==> config.mk <==
export PLATFORM = sky130hd
export DESIGN_NAME = dcache_preloader
export DESIGN_NICKNAME = d
export VERILOG_FILES = /design/src/rtl/dcache_preloader.sv
export SDC_FILE = /design/constraint.sdc
export NUM_CORES = 1
export LEC_CHECK = 0
export ABC_AREA = 1
export CAP_MARGIN = 30
export CORE_ASPECT_RATIO = 1.75
export CORE_MARGIN = 2
export CORE_UTILIZATION = 50
export CTS_BUF_LIST = sky130_fd_sc_hd__clkbuf_4 sky130_fd_sc_hd__clkbuf_8 sky130_fd_sc_hd__clkbuf_16
export CTS_CLUSTER_SIZE = 16
export DETAILED_ROUTE_END_ITERATION = 10
export GPL_ROUTABILITY_DRIVEN = 0
export GPL_TIMING_DRIVEN = 0
export PLACE_DENSITY_LB_ADDON = 0.08
export SLEW_MARGIN = 20
export SYNTH_ARGS = -nofsm -noshare
export SYNTH_HDL_FRONTEND = slang
export SYNTH_SLANG_ARGS = --single-unit
==> constraint.sdc <==
create_clock -name clk -period 2.7 [get_ports clk]
set_input_delay 0.54 -clock clk [delete_from_list [all_inputs] [get_ports clk]]
set_output_delay 0.54 -clock clk [all_outputs]
set_load 0.005 [all_outputs]
==> src/rtl/dcache_preloader.sv <==
// Streams bytes into 32-bit little-endian words, writes each word into the D-cache
// and reads it back one cycle later, flagging any readback mismatch.
module dcache_preloader #(
  parameter int DPW  = 32,
  parameter int CNTW = 16
) (
  input  logic            clk,
  input  logic            arst_n,
  input  logic            start,
  input  logic [DPW-1:0]  base_addr,
  input  logic [CNTW-1:0] word_count,
  input  logic            s_valid,
  input  logic [7:0]      s_data,
  output logic            s_ready,
  output logic            data_en,
  output logic [DPW-1:0]  input_addr,
  output logic [DPW-1:0]  input_data,
  input  logic [DPW-1:0]  output_check,
  output logic            busy,
  output logic            done,
  output logic            err_mismatch,
  output logic [CNTW-1:0] words_written,
  output logic [2:0]      dbg_state
);

  typedef enum logic [2:0] {
    IDLE    = 3'd0,
    COLLECT = 3'd1,
    WRITE   = 3'd2,
    CHECK   = 3'd3,
    DONE    = 3'd4
  } state_t;

  state_t          state_q, state_d;
  logic [DPW-1:0]  base_q, base_d;
  logic [CNTW-1:0] count_q, count_d;
  logic [CNTW-1:0] words_q, words_d;
  logic [1:0]      byte_cnt_q, byte_cnt_d;
  logic [23:0]     buf_q, buf_d;
  logic [DPW-1:0]  addr_q, addr_d;
  logic [DPW-1:0]  data_q, data_d;
  logic            err_q, err_d;

  // Handshake: a byte transfers on a rising edge where s_valid and s_ready are both high.
  always_comb begin
    state_d    = state_q;
    base_d     = base_q;
    count_d    = count_q;
    words_d    = words_q;
    byte_cnt_d = byte_cnt_q;
    buf_d      = buf_q;
    addr_d     = addr_q;
    data_d     = data_q;
    err_d      = err_q;
    case (state_q)
      IDLE: begin
        if (start) begin
          words_d    = '0;
          err_d      = 1'b0;
          byte_cnt_d = 2'd0;
          if (word_count != '0) begin
            base_d  = base_addr;
            count_d = word_count;
            state_d = COLLECT;
          end else begin
            state_d = DONE;
          end
        end
      end
      COLLECT: begin
        if (s_valid) begin
          byte_cnt_d = byte_cnt_q + 2'd1;
          case (byte_cnt_q)
            2'd0: buf_d[7:0]   = s_data;
            2'd1: buf_d[15:8]  = s_data;
            2'd2: buf_d[23:16] = s_data;
            default: begin
              data_d  = DPW'({s_data, buf_q});
              addr_d  = base_q + (DPW'(words_q) << 2);
              state_d = WRITE;
            end
          endcase
        end
      end
      WRITE: state_d = CHECK;
      CHECK: begin
        if (output_check != data_q) err_d = 1'b1;
        words_d = words_q + CNTW'(1);
        state_d = (words_q + CNTW'(1) == count_q) ? DONE : COLLECT;
      end
      DONE:    state_d = IDLE;
      default: state_d = IDLE;
    endcase
  end

  always_ff @(posedge clk) begin
    if (!arst_n) begin
      state_q    <= IDLE;
      base_q     <= '0;
      count_q    <= '0;
      words_q    <= '0;
      byte_cnt_q <= 2'd0;
      buf_q      <= '0;
      addr_q     <= '0;
      data_q     <= '0;
      err_q      <= 1'b0;
    end else begin
      state_q    <= state_d;
      base_q     <= base_d;
      count_q    <= count_d;
      words_q    <= words_d;
      byte_cnt_q <= byte_cnt_d;
      buf_q      <= buf_d;
      addr_q     <= addr_d;
      data_q     <= data_d;
      err_q      <= err_d;
    end
  end

  assign s_ready       = (state_q == COLLECT);
  assign data_en       = (state_q == WRITE);
  assign busy          = (state_q != IDLE);
  assign done          = (state_q == DONE);
  assign input_addr    = addr_q;
  assign input_data    = data_q;
  assign err_mismatch  = err_q;
  assign words_written = words_q;
  assign dbg_state     = state_q;

endmodule

==> results.sh, run 1 <==
export IMPL_status="completed"
export IMPL_rrSetupSlack_ps=290
export IMPL_synthArstFlopShare_pct=0
export IMPL_yosys_area_top_type="dfxtp_1"
export IMPL_clkSinkCount=158
export IMPL_ys_flop_type="dfxtp_1"
export IMPL_min_from="base_q[7]"
export IMPL_drtIter0Drc=345
export IMPL_chipHeight_um=172
export IMPL_cts_setup_buffers=0
export IMPL_cap_violations=0
export IMPL_ys_seq_area_share_pct=39.2
export IMPL_cts_root_buf="clkbuf_16"
export IMPL_synth_distinct_cells=40
export IMPL_drive_gt1_share_pct=5.04
export IMPL_vias_per_cell=5.33
export IMPL_avgSynthCellArea_um2=6.96
export IMPL_pre_cts_slack_ps=-106
export IMPL_period_minus_slack_ps=2420
export IMPL_timing_rr_end="input_addr[12]"
export IMPL_rsz0062_at_grt="false"
export IMPL_antenna_found_initial=0
export IMPL_skew_ps=11.7
export IMPL_grt_max_degree=17
export IMPL_vdd_drop_max_mv=0.393
export IMPL_place_area_mm2=0.0101
export IMPL_overflow=0
export IMPL_finalSetupViolCount=0
export IMPL_relSlewSlack_pct=51.6
export IMPL_critPathLaunchType="input pin"
export IMPL_hp_class="reg2reg"
export IMPL_synth_seq_cells=158
export IMPL_clk_pin_slew_ps=70
export IMPL_p_leak_nw=4.31
export IMPL_antenna_cells=0
export IMPL_synthesis_nets=1273
export IMPL_nets=1470
export IMPL_cts_resized=0
export IMPL_worstPathRequired_ps=3010
export IMPL_rr_startpoint="words_written[0]"
export IMPL_ys_warn_count=0
export IMPL_synth_area_mm2=0.00807
export IMPL_tightest_slew_ps=723
export IMPL_fp_dieArea_mm2=0.0172
export IMPL_finalInstanceArea_mm2=0.0107
export IMPL_hold_path_cell_count=2
export IMPL_die_w_um=100
export IMPL_synth_area_leaders="dfxtp_1 39%, nand2_1 9.0%, a21oi_1 7.6%"
export IMPL_cts_max_level=4
export IMPL_path_max_fanout=10
export IMPL_hold_violations=0
export IMPL_io_pins=180
export IMPL_period_share_pct=89.7
export IMPL_p_per_area_mw_per_mm2=631
export IMPL_synth_top_area_share_pct=39.2
export IMPL_reg2reg_depth=10
export IMPL_crit_path_end_kind="register"
export IMPL_synth_edf_count=0
export IMPL_slew_viol_final=0
export IMPL_cts_hold_buffers=0
export IMPL_wl_per_cell_um=16.6
export IMPL_first_global_vias=8103
export IMPL_seq_area_mm2=0.00316
export IMPL_cts_buffers=17
export IMPL_multi_input_area_mm2=0.00421
export IMPL_track_usage_pct=30.2
export IMPL_clockBufferDepth=2
export IMPL_routed_wl_um=25900
export IMPL_grt_pass1_wl_um=40100
export IMPL_io_buffers=178
export IMPL_initial_core_util_pct=50.8
export IMPL_rows=61
export IMPL_num_vias=8298
export IMPL_fmaxAchievable_ghz=0.413
export IMPL_min_to="base_q[7]"
export IMPL_path_class="in2reg"
export IMPL_drt_antenna_violating_nets=0
export IMPL_dr_pass1_iters=7
export IMPL_worstSkewPairLatency_ps=430
export IMPL_cts_tree="done"
export IMPL_worst_slack_ps=277
export IMPL_route_detailed_drc=0
export IMPL_syn_inst=1159
export IMPL_area_growth_syn_to_layout_pct=32.5
export IMPL_core_area_mm2=0.0159
export IMPL_fill_cells=1451
export IMPL_dpl_hpwl_um=20100
export IMPL_worstPathArrival_ps=2740
[worst max-delay path by stage]
stage                     end  cells past startpoint  slack [ps]        startpoint
6_report           base_q[29]                      7         280     word_count[8]
4_1_cts            base_q[29]                      7         320     word_count[8]
5_1_grt        input_addr[20]                     15          50  words_written[0]
3_5_place_dp       base_q[25]                      7        -110     word_count[8]
2_1_floorplan  input_addr[18]                     14         690  words_written[0]
3_3_place_gp       base_q[30]                      7        -100     word_count[8]
[cell usage after synthesis, types with 3 or more instances]
| library cell | n |
|---|---|
| a21oi_1 | 123 |
| a31oi_1 | 3 |
| buf_2 | 17 |
| clkbuf_1 | 31 |
| dfxtp_1 | 158 |
| ha_1 | 21 |
| inv_1 | 126 |
| inv_2 | 3 |
| nand2_1 | 194 |
| nand2_2 | 4 |
| nand3_1 | 76 |
| nand4_1 | 16 |
| nor2_1 | 151 |
| nor3_1 | 14 |
| nor4_1 | 12 |
| o211ai_1 | 3 |
| o21ai_0 | 118 |
| o21ai_1 | 9 |
| or2_2 | 6 |
| xnor2_1 | 12 |
| xor2_1 | 40 |
[where the power goes]
| part | total (mW) | switching (mW) | internal, mW |
|---|---|---|---|
| Sequential | 2.77 | 0.180 | 2.59 |
| Combinational | 1.50 | 0.914 | 0.589 |
| Clock | 2.48 | 1.05 | 1.43 |
[cells by family after synthesis]
family,count (synthesis),synth area share [%]
buffers and inverters,178,8.55
and+or+nand+nor,483,25.7
AOI/OAI and AO/OA,264,16.8
DFF,158,39.2
xor gates and xnor gates,54,6.22
adders and majority gates,22,3.51
[per-layer routing]
metal  wire, µm  track usage [%]  part of all wire (%)
met5          0                0                     0
met4       1210             15.8                   4.7
met3       1560             6.22                   6.0
met2      13800             56.9                    53
met1       9260             30.7                    36
[sequential cells by signal (all words and copies together), names as in the netlist]
register,count
base_q,32
input_addr,32
input_data,32
buf_q,24
count_q,16
words_written,16
dbg_state,3
byte_cnt_q,2
err_mismatch,1
[cell usage in the layout, fill, tap and decap left out, types with 2 or more instances in the layout]
master	Yosys	layout
a211oi_1	2	2
a21oi_1	123	123
a31oi_1	3	3
buf_2	17	17
bufinv_16	0	2
clkbuf_1	31	31
clkbuf_16	0	17
clkbuf_8	0	2
clkdlybuf4s50_1	0	178
clkinv_4	0	3
clkinvlp_4	0	4
dfxtp_1	158	158
ha_1	21	21
inv_1	126	126
inv_2	3	3
inv_6	0	3
nand2_1	194	194
nand2_2	4	4
nand3_1	76	76
nand3b_1	2	2
nand4_1	16	16
nor2_1	151	151
nor2_4	2	2
nor3_1	14	14
nor4_1	12	12
o211ai_1	3	3
o21ai_0	118	118
o21ai_1	9	9
or2_2	6	6
xnor2_1	12	12
xor2_1	40	40
[cell type report]
| class | count | area share (%) |
|---|---|---|
| tap | 189 | 2.21 |
| inverter | 130 | 4.56 |
| timing repair buffer | 178 | 16.7 |
| sequential | 158 | 29.6 |
| clock buffer | 19 | 4.24 |
| buffer | 48 | 1.88 |
| clock inverter | 13 | 1.44 |
| multi-input combinational | 823 | 39.4 |
[critical path, cell delays in order]
cell,delay (ps)
clkdlybuf4s50_1,420
nor4_1,350
nand4_1,220
nand3_1,320
clkbuf_1,440
buf_2,340
a21oi_1,110
[through the flow]
stage | util, % | total power [mW] | hold WS [ps] | setup TNS [ps] | instances
finish | 67.3 | 6.75 | 451 | 0 | 1558
global route | 67.3 | 7.05 | 464 | 0 | 1558
global placement | 63.5 | 4.28 | 438 | -3130 | 1526
CTS | 67.3 | 6.75 | 451 | 0 | 1558
floorplan | - | 3.69 | 427 | 0 | 1159
detailed placement | 63.5 | 4.30 | 441 | -2890 | 1526
No activity file was read; power rests on OpenSTA's default activity.
==> run 2: changes to the inputs <==
- DONT_BUFFER_PORTS: not set -> 1
==> run 2 against run 1 <==
  * Fmax shrank 1.7%
  * Critical path type is now reg2reg
  * Combinational power fell by 15%
  * Final area is 17% lower
==> results.sh, run 2 (synthesis gave the netlist of run 1 again) <==
export IMPL_vias_per_cell=5.55
export IMPL_clockBufferDepth=2
export IMPL_hp_class="in2reg"
export IMPL_final_common_cell="nand2_1"
export IMPL_wl_per_cell_um=18.2
export IMPL_drt_antenna_violating_nets=0
export IMPL_fp_dieArea_mm2=0.0172
export IMPL_final_util_pct=56.1
export IMPL_reg2reg_depth=10
export IMPL_chipHeight_um=172
export IMPL_core_area_mm2=0.0159
export IMPL_nets=1292
export IMPL_cts_resized=0
export IMPL_cts_setup_buffers=0
export IMPL_p_per_area_mw_per_mm2=737
export IMPL_cts_max_level=4
export IMPL_skew_ps=8.73
export IMPL_cts_buffers=17
export IMPL_hold_path_cell_count=2
export IMPL_relSlewSlack_pct=53.0
export IMPL_antenna_cells=0
export IMPL_period_minus_slack_ps=2470
export IMPL_path_max_fanout=9
export IMPL_die_w_um=100
export IMPL_dr_pass1_iters=5
export IMPL_critPathLaunchType="register"
export IMPL_num_vias=7658
export IMPL_p_leak_nw=3.66
export IMPL_clk_pin_slew_ps=70
export IMPL_grt_max_degree=17
export IMPL_cap_violations=0
export IMPL_path_class="reg2reg"
export IMPL_worstPathArrival_ps=2790
export IMPL_rrSetupSlack_ps=230
export IMPL_dpl_hpwl_um=19800
export IMPL_grt_pass1_wl_um=38500
export IMPL_crit_path_end_kind="register"
export IMPL_finalSetupViolCount=0
export IMPL_route_detailed_drc=0
export IMPL_slew_viol_final=0
export IMPL_cts_hold_buffers=0
export IMPL_crit_chain="ha_1, fa_1, nand3_1, nand2_1, nand3_1, nand2_1, a21boi_0, xnor2_1, o21ai_0, inv_1"
export IMPL_cts_root_buf="clkbuf_16"
export IMPL_drtIter0Drc=384
export IMPL_first_global_vias=7430
export IMPL_fill_cells=1577
export IMPL_status="completed"
export IMPL_drive_gt1_share_pct=5.79
export IMPL_track_usage_pct=29.4
export IMPL_cpMaxStageDelayCell="dfxtp_1"
export IMPL_worstSkewPairLatency_ps=430
export IMPL_io_pins=180
export IMPL_initial_core_util_pct=50.8
export IMPL_routed_wl_um=25200
export IMPL_layout_common_cells="194 x nand2_1, 158 x dfxtp_1, 151 x nor2_1, 126 x inv_1, 123 x a21oi_1"
export IMPL_vdd_drop_max_mv=0.419
export IMPL_io_buffers=0
export IMPL_hold_violations=0
export IMPL_rsz0062_at_grt="false"
export IMPL_tns_ps=0
export IMPL_fmaxAchievable_ghz=0.406
export IMPL_cts_tree="done"
export IMPL_area_growth_syn_to_layout_pct=10.5
export IMPL_antenna_found_initial=1
export IMPL_tightest_slew_ps=701
export IMPL_rows=61
export IMPL_cp_slowest_stage_delay_ps=440
export IMPL_period_share_pct=91.3
export IMPL_clkSinkCount=158
export IMPL_worstPathRequired_ps=3020
export IMPL_overflow=0
## run 2: area by class of cell
class	count	area, µm²	share of cell area [%]
Clock buffer	17	425	4.77
Clock inverter	15	185	2.08
Inverter	130	488	5.47
Buffer	48	201	2.26
Sequential cell	158	3160	35.5
Multi-Input combinational cell	823	4210	47.3
Tap cell	189	236	2.65
## run 2: critical path, delay by kind of cell (launching register included)
kind / cells / cell delay, ps
AO/OA/AOI/OAI: 2 / 540
XOR/XNOR: 1 / 190
adder cells (fa/ha/maj): 2 / 750
buffers and inverters: 1 / 50
flip-flops: 1 / 440
AND/OR/NAND/NOR: 4 / 400
## run 2: worst paths after layout
kind / startpoint / end
setup / recovery: words_written[0] / input_addr[12]
hold reg to reg: base_q[9] / base_q[9]
setup reg to reg: words_written[0] / input_addr[12]
hold / removal: s_data[1] / buf_q[9]
## run 2: report_power, final
group	total (mW)	internal (mW)	leakage [nW]	switching (mW)
combinational	1.27	0.401	2.09	0.869
clock	2.52	1.47	0.289	1.05
sequential	2.78	2.59	1.29	0.194
## run 2: layer usage
layer | wire length [µm] | part of all wire [%] | global-route usage, % | up-vias
li1 | - | - | - | 3833
met1 | 8960 | 36 | 29.8 | 3487
met2 | 13500 | 54 | 55.3 | 270
met3 | 1440 | 5.7 | 6.43 | 66
met4 | 1250 | 5.0 | 15.4 | 2
met5 | 11 | 0.044 | 0 | -
## run 2: through the flow
stage / worst slack, ps / total power, mW / cells / hold WS [ps] / cell area, µm²
after floorplan: 692 / 3.69 / 1159 / 427 / 8070
after global placement: 285 / 4.07 / 1348 / 439 / 8300
after detailed placement: 225 / 4.09 / 1348 / 441 / 8300
after CTS: 285 / 6.60 / 1380 / 270 / 8910
after global routing: 41.8 / 6.88 / 1380 / 270 / 8910
final: 235 / 6.57 / 1380 / 275 / 8910
==> variant (settings of run 1) <==
Take the reset off `words_q` and load it in a clocked block of its own.
--- a/src/rtl/dcache_preloader.sv
+++ b/src/rtl/dcache_preloader.sv
@@ -99,5 +99,4 @@
       base_q     <= '0;
       count_q    <= '0;
-      words_q    <= '0;
       byte_cnt_q <= 2'd0;
       buf_q      <= '0;
@@ -109,5 +108,4 @@
       base_q     <= base_d;
       count_q    <= count_d;
-      words_q    <= words_d;
       byte_cnt_q <= byte_cnt_d;
       buf_q      <= buf_d;
@@ -116,4 +114,8 @@
       err_q      <= err_d;
     end
+  end
+
+  always_ff @(posedge clk) begin
+    words_q <= words_d;
   end
 
Formal check against the unedited RTL: not equivalent (a bounded check fails within 10 cycles, from zero or initial values and one cycle with arst_n low; the reset may be asserted at any time).
==> variant against run 1 <==
- synthesized area is 1.9% lower
- total power is 14% higher
- sequential share of layout area is 2.0 points higher
- core utilization is 0.68 points higher
- non-clock buffer count is 1 lower
- sequential power is 8.3% higher
- cell area is 1.6% lower
- worst setup slack worse by 0.13 ns
- sequential cell count stayed put
- routed wire length is 4.5% lower
- critical path type is now flip-flop to flip-flop
- critical endpoint is now input_addr[31]
- largest cell class unchanged
- largest power group unchanged
==> variant: results (changes against run 1) <==
finish:
  nFillCells: 1377  # -5.1%
  drive_gt1_frac: 0.0568  # +0.00641
  fin_cells: 1471  # -5.6%
  nets: 1386  # -5.7%
  antenna_cells: 0  # unchanged
power:
  power_leakage_nw: 4.37  # +1.4%
  max-vdd-ir-drop_mv: 0.441  # +12%
min_path:
  hold_path_class: "flip-flop to flip-flop"
clock_network:
  cts_root_buffer: "clkbuf_16"
  clock_path_buffers: 2  # unchanged
  path_clk_slew_ns: 0.07  # about the same
  cts_buffers: 17  # unchanged
  clock_latency_ns: 0.43  # about the same
  htree_num_levels: 4  # unchanged
grt:
  antenna_found_initial: 0  # unchanged
  track_usage: 0.294  # -0.00761
  grt_max_degree: 17  # unchanged
  grt_pass1_vias: 7895  # -2.6%
  grt_pass1_wl_um: 38700  # -3.4%
place:
  placed_area_um2: 9940  # -1.5%
  port_buffers: 179  # +0.56%
  dp_hpwl_um: 19000  # -5.8%
  pre_cts_slack_ns: -0.324  # -0.218 ns
run_status:
  status: "finished clean"
detailed_routing:
  wire_per_inst_um: 16.8  # +1.2%
  dr.pass1.iters: 5  # -2
  drt_iter0_drc: 396  # +15%
  viasPerCell: 5.43  # +1.9%
logic_synthesis:
  synth_cell_types: 42  # +5.0%
  synth_edf_count: 16  # +16
  netlist_top_cells_count: "nand2_1, dfxtp_1, o21ai_0"
  synth_nets: 1186  # -6.8%
  async_flop_share: 0  # unchanged
  syn_inst: 1072  # -7.5%
  ys_top_cells_by_area: "dfxtp_1, nand2_1, o21ai_0"
  yosysWarnings: 0  # unchanged
  yosysSeqAreaShare: 0.420  # +0.0278
critical_path:
  reg2reg_slack_ns: 0.15  # -0.14 ns
  crit_arrival_ns: 2.87  # +0.13 ns
  critPathMaxFanout: 6  # -4
timing:
  slew_headroom: 0.599  # +0.0835
  whs_ns: 0.453  # +0.00239 ns
  finClkSkew_ns: 0.0148  # +0.00307 ns
  finalCritPeriodShare: 0.944  # +0.0464
[variant: area by class of cell]
type | instances | area (um^2) | area share
multi-input combinational | 751 | 3970 | 0.378
sequential | 158 | 3320 | 0.316
timing repair buffer | 181 | 1810 | 0.172
clock buffer | 19 | 447 | 0.0425
inverter | 119 | 447 | 0.0425
tap | 186 | 233 | 0.0221
buffer | 44 | 186 | 0.0177
clock inverter | 13 | 105 | 0.00999
[variant: worst paths after layout]
kind | start | endpoint | cells after the start
worst max-delay path | words_written[9] | input_addr[31] | 12
worst min-delay path | base_q[2] | base_q[2] | 2
worst max register to register | words_written[9] | input_addr[31] | 12
worst min register to register | base_q[2] | base_q[2] | 2
[variant: power breakdown]
group          internal (mW)  total, mW  switching (mW)
sequential              2.71       3.00           0.298
combinational          0.947       2.38            1.43
clock                   1.23       2.29            1.06
[variant: what timing repair did]
item                                    4_1_cts  5_1_grt
buffers inserted                              0        2
endpoints found under the setup margin        0       59
gates resized for setup                       0        3
[variant: kinds of logic after synthesis]
group,synth area share
flip-flops,0.420
XOR/XNOR,0.0531
AND/OR/NAND/NOR,0.226
AO/OA/AOI/OAI,0.185
buffers and inverters,0.0800
adder cells (fa/ha/maj),0.0357
[variant: critical path, stage by stage (launching register included)]
cell and delay, ns:
edfxtp_1 0.53, ha_1 0.41, nand2_1 0.12, nor2_1 0.22, nand2_1 0.08, o21ai_1 0.27, a21oi_1 0.19, nor2_1 0.29
nand2_1 0.10, nand2_1 0.07, nand3_1 0.06, nand2_1 0.07, inv_1 0.03
[variant: per-layer routing]
layer	track usage	wire length [um]	vias up	part of all wire
met3	0.0608	1350	79	0.055
met2	0.548	13000	277	0.53
met5	0	0	-	0
met1	0.300	9060	3665	0.37
li1	-	-	3962	-
met4	0.161	1300	0	0.053
